## src/rtl/serial_magnitude_decoder_pkg.sv

```systemverilog
// Shared definitions for the bit-serial two's-complement magnitude decoder.
package serial_magnitude_decoder_pkg;

   typedef enum logic [1:0] {
      IDLE  = 2'b00,
      SHIFT = 2'b01,
      DONE  = 2'b10
   } smdState_t;

   // Width of a counter that must reach n-1.
   function automatic int cntWidth(input int n);
      return (n > 2) ? $clog2(n) : 1;
   endfunction

endpackage

```

## src/rtl/serial_negate_cell.sv

```systemverilog
// One-bit serial conditional negate: pass bits up to and including the first 1, then
// invert the rest when sign is set.
module serial_negate_cell (
   input  logic clock,
   input  logic reset,
   input  logic clear,
   input  logic enable,
   input  logic sign,
   input  logic inBit,
   output logic outBit
);

   logic seenOne;

   always_ff @(posedge clock or negedge reset) begin
      if (!reset)      seenOne <= 1'b0;
      else if (clear)  seenOne <= 1'b0;
      else if (enable) seenOne <= seenOne | inBit;
   end

   assign outBit = inBit ^ (sign & seenOne);

endmodule

```

## src/rtl/serial_magnitude_decoder.sv

```systemverilog
// Accepts a two's-complement word, serially computes |x| LSB first over nrOfBits cycles,
// then holds magnitude/sign/isMin until the consumer takes them.
module serial_magnitude_decoder
   import serial_magnitude_decoder_pkg::*;
#(
   parameter int nrOfBits = 8
) (
   input  logic                clock,
   input  logic                reset,
   input  logic [nrOfBits-1:0] dataX,
   input  logic                inValid,
   output logic                inReady,
   output logic [nrOfBits-1:0] magnitude,
   output logic                sign,
   output logic                isMin,
   output logic                outValid,
   input  logic                outReady
);

   localparam int CW = cntWidth(nrOfBits);
   localparam logic [nrOfBits-1:0] MIN_VAL = {1'b1, {(nrOfBits-1){1'b0}}};

   smdState_t           state, nextState;
   logic [CW-1:0]       bitCount;
   logic [nrOfBits-1:0] shreg;
   logic                accept, shiftEn, lastBit, outBit;

   assign accept  = (state == IDLE) && inValid;
   assign shiftEn = (state == SHIFT);
   assign lastBit = (bitCount == CW'(nrOfBits - 1));

   always_ff @(posedge clock or negedge reset) begin
      if (!reset) state <= IDLE;
      else        state <= nextState;
   end

   always_comb begin
      nextState = state;
      case (state)
         IDLE:    if (inValid)  nextState = SHIFT;
         SHIFT:   if (lastBit)  nextState = DONE;
         DONE:    if (outReady) nextState = IDLE;
         default: nextState = IDLE;
      endcase
   end

   // magnitude doubles as the result shift register; it is only meaningful in DONE
   always_ff @(posedge clock or negedge reset) begin
      if (!reset) begin
         bitCount  <= '0;
         shreg     <= '0;
         magnitude <= '0;
         sign      <= 1'b0;
         isMin     <= 1'b0;
      end else if (accept) begin
         bitCount <= '0;
         shreg    <= dataX;
         sign     <= dataX[nrOfBits-1];
         isMin    <= (dataX == MIN_VAL);
      end else if (shiftEn) begin
         bitCount  <= bitCount + 1'b1;
         shreg     <= shreg >> 1;
         magnitude <= {outBit, magnitude[nrOfBits-1:1]};
      end
   end

   serial_negate_cell uNeg (
      .clock  (clock),
      .reset  (reset),
      .clear  (accept),
      .enable (shiftEn),
      .sign   (sign),
      .inBit  (shreg[0]),
      .outBit (outBit)
   );

   // reset gates inReady so nothing is offered while the block is held in reset
   assign inReady  = (state == IDLE) && reset;
   assign outValid = (state == DONE);

endmodule

```

## config.mk

```make
export PLATFORM = sky130hd
export DESIGN_NAME = serial_magnitude_decoder
export DESIGN_NICKNAME = d
export VERILOG_FILES = /design/src/rtl/serial_magnitude_decoder_pkg.sv /design/src/rtl/serial_negate_cell.sv /design/src/rtl/serial_magnitude_decoder.sv
export SDC_FILE = /design/constraint.sdc
export NUM_CORES = 1
export LEC_CHECK = 0
export CORE_MARGIN = 5
export CORE_UTILIZATION = 48
export CTS_CLUSTER_DIAMETER = 60
export DETAILED_ROUTE_END_ITERATION = 7
export PLACE_DENSITY = 0.77
export SETUP_SLACK_MARGIN = 0.3
export SYNTH_ARGS = -nofsm -noshare
export SYNTH_HDL_FRONTEND = slang
export SYNTH_SLANG_ARGS = --single-unit
export TNS_END_PERCENT = 50
```

## constraint.sdc

```tcl
create_clock -name clock -period 1.7 [get_ports clock]
set_input_delay 0.425 -clock clock [delete_from_list [all_inputs] [get_ports clock]]
set_output_delay 0.425 -clock clock [all_outputs]
set_load 0.01 [all_outputs]
```

==> metrics.txt <==
Avg Cell Area, Syn 10.3 sq um; area growth from synthesis to final layout 33.1%; initial antenna violation count 0; Final Hold Viols 0; Starting DRT DRC Count 15; syn_nets 117; Worst IR Drop VDD 0.000890 V; clk slew on worst S/H paths 0.12 ns; CP cell instances buf_6, nor2_4, and2_4, buf_6; Top Usage Layer GRT met2; Final setup violation count 0; Die Wd 57.1 um; Max FO, Critical Path 2; core area 2170 sq um; first-pass GRT wire length 3.79 mm; fraction of layout cells with a size suffix above 1 26.4%; Total Routed Length 2.11 mm; # H-tree levels 1; final net count 155; Die H 57.1 um; met1 global-route usage 18.8%; Non-Filler Instances 168; total gr overflow 0; post-route ant nets 0; hold_buf cts 0; Yosys warning total 0; Slew headroom 72.5%; most used cell, CP buf_6; worst path required time 1.27 ns; First-pass DRT Iterations 4; Final min period 1.60 ns; GR Util met3 3.62%; GRT Total Usage 14.7%; CTS Sinks 24; Placer Congestion 0.712; crit end category output port; Core Rows 17; FMAX 627 MHz; initial core utilization 49.0%; Setup TNS Final 0 ns; hpwl dp 1.49 mm; CP top delay family flip-flops; class of the worst hold path flop to flop; #FFs+latches synth 24; detailed-route via count 835; Power Density 1640 nW/um^2; Crit Path Category flop to output port; IO Port Bufs 23; routed len/inst 12.6 um; number of max-cap violations 0; Vias/cell 4.97; CP Launch Type flop; CP arrival 1.17 ns; Syn Inst Count 103; synth top area cells dfrtp_1, nand2_1, a22oi_1; Slowest cell on crit path dfrtp_1; CTS Buf Count 3; Placed Cells 154; CTS tree done; leakage 0.723 nW; die area 3260 sq um; post-synth cell types 24; status finished, final reports clean; hold slack 0.485 ns; IO Count 24; vias in the first global route 838; Antenna diodes 0; Worst-Skew Late Latency 0.31 ns; met2 Usage GRT 23.8%; final slew viol count 0; Syn Std Cell Area 1060 sq um; clock tree buffer depth 2; root buffer cell clkbuf_4; RSZ-0062 raised after global routing yes; period utilization 93.8%; worst slew pin tran 0.412 ns; CP max stage delay 0.41 ns; Setup Skew 0.00235 ns; largest area contributor in the netlist dfrtp_1; largest net degree at the start of global routing 25; register area share after synthesis 56.5%; area share of the largest cell type after synthesis 56.5%; Post-route DRC 0; buffers and inverters on the worst path 2
power by group:
part	internal, mW	switching, mW
Sequential	0.807	0.144
Clock	0.131	0.162
Combinational	0.527	0.556
routing by layer:
| layer | vias to the layer above | share of wire, % | wire [um] |
|---|---|---|---|
| met5 | - | 0 | 0 |
| met4 | 0 | 0.80 | 17 |
| met3 | 2 | 5.4 | 115 |
| met2 | 18 | 49 | 1040 |
| met1 | 396 | 44 | 940 |
| li1 | 419 | - | - |
kinds of logic after synthesis:
logic type      after synthesis  share of synthesized area [%]
simple gates                 51                           21.2
flops                        24                           56.5
compound gates               17                           12.2
buf+inv                       6                           4.94
mux                           2                           2.00
fa+ha+maj                     2                           2.35
xor+xnor                      1                          0.824
cell usage after synthesis:
| master | number |
|---|---|
| xor2_1 | 1 |
| and2_1 | 1 |
| ha_1 | 2 |
| mux2i_1 | 1 |
| nand2b_1 | 1 |
| o21ai_2 | 2 |
| inv_1 | 2 |
| nor2b_1 | 2 |
| nor3b_4 | 1 |
| nand3_1 | 1 |
| nor4b_1 | 1 |
| nor2_1 | 1 |
| a22o_1 | 3 |
| a22oi_2 | 1 |
| nor4_1 | 1 |
| a22oi_1 | 5 |
| mux2_2 | 1 |
| buf_6 | 2 |
| o21bai_2 | 1 |
| o21ai_0 | 5 |
| dfrtp_1 | 24 |
| buf_4 | 1 |
| nand2_1 | 42 |
| buf_8 | 1 |
through the flow:
stage | area [sq um] | util [%] | total power, mW | setup WS (ns)
floorplan | 1060 | - | 1.63 | 0.512
global placement | 1310 | 60.6 | 1.91 | -0.292
detailed placement | 1310 | 60.6 | 1.95 | -0.290
CTS | 1390 | 64.1 | 2.29 | 0.0848
global route | 1420 | 65.2 | 2.54 | 0.0418
finish | 1420 | 65.2 | 2.33 | 0.105
worst paths after layout:
kind / slack, ns / endpoint / depth (start not counted) / startpoint
max in group asynchronous: 0.97 / sign / 2 / reset
hold / removal: 0.48 / magnitude[0] / 2 / magnitude[0]
hold reg to reg: 0.48 / magnitude[0] / 2 / magnitude[0]
setup reg to reg: 0.33 / sign / 4 / state[1]
setup / recovery: 0.10 / inReady / 4 / state[1]
min in group asynchronous: 0.51 / state[1] / 2 / reset
sequential cells by signal, indices dropped and copies added (netlist names):
| register | count |
|---|---|
| bitCount | 3 |
| uNeg.seenOne | 1 |
| sign | 1 |
| isMin | 1 |
| magnitude | 8 |
| state | 2 |
| shreg | 8 |
cell usage in the layout, fill, tap and decap left out:
cell type and count:
a22o_1 3, a22oi_1 5, a22oi_2 1, and2_4 1, buf_2 1, buf_4 12, buf_6 3, clkbuf_2 7
clkbuf_4 3, clkbuf_8 1, clkdlybuf4s50_1 11, dfrtp_1 24, dlygate4sd2_1 3, ha_1 2, inv_1 2, mux2_2 1
mux2i_1 1, nand2_1 42, nand2b_4 1, nand3_1 1, nor2_4 1, nor2b_1 1, nor2b_4 1, nor3b_4 1
nor4_1 1, nor4b_1 1, o21ai_0 5, o21ai_2 2, o21bai_2 1, xor2_1 1
worst register-to-register path, delay by kind of cell, from the launching register on:
family                 cells  cell delay (ns)
AND/OR/NAND/NOR            1             0.21
buffers and inverters      2             0.29
flip-flops                 1             0.41
multiplexers               1             0.36
cell type report:
class | instances | area [sq um]
fillers | 199 | 754
flip-flops and latches | 24 | 601
multi-input cells | 73 | 435
repair buffers | 37 | 300
clock buffers | 4 | 36.3
well taps | 28 | 35.0
inverters | 2 | 7.51
repair_timing:
| item | CTS | global route |
|---|---|---|
| endpoints found under the setup margin | 29 | 21 |
| setup buffers | 5 | 5 |
| pin swaps | 1 | 1 |
| resized for setup | 25 | 17 |
(Power assumes the default switching activity.)
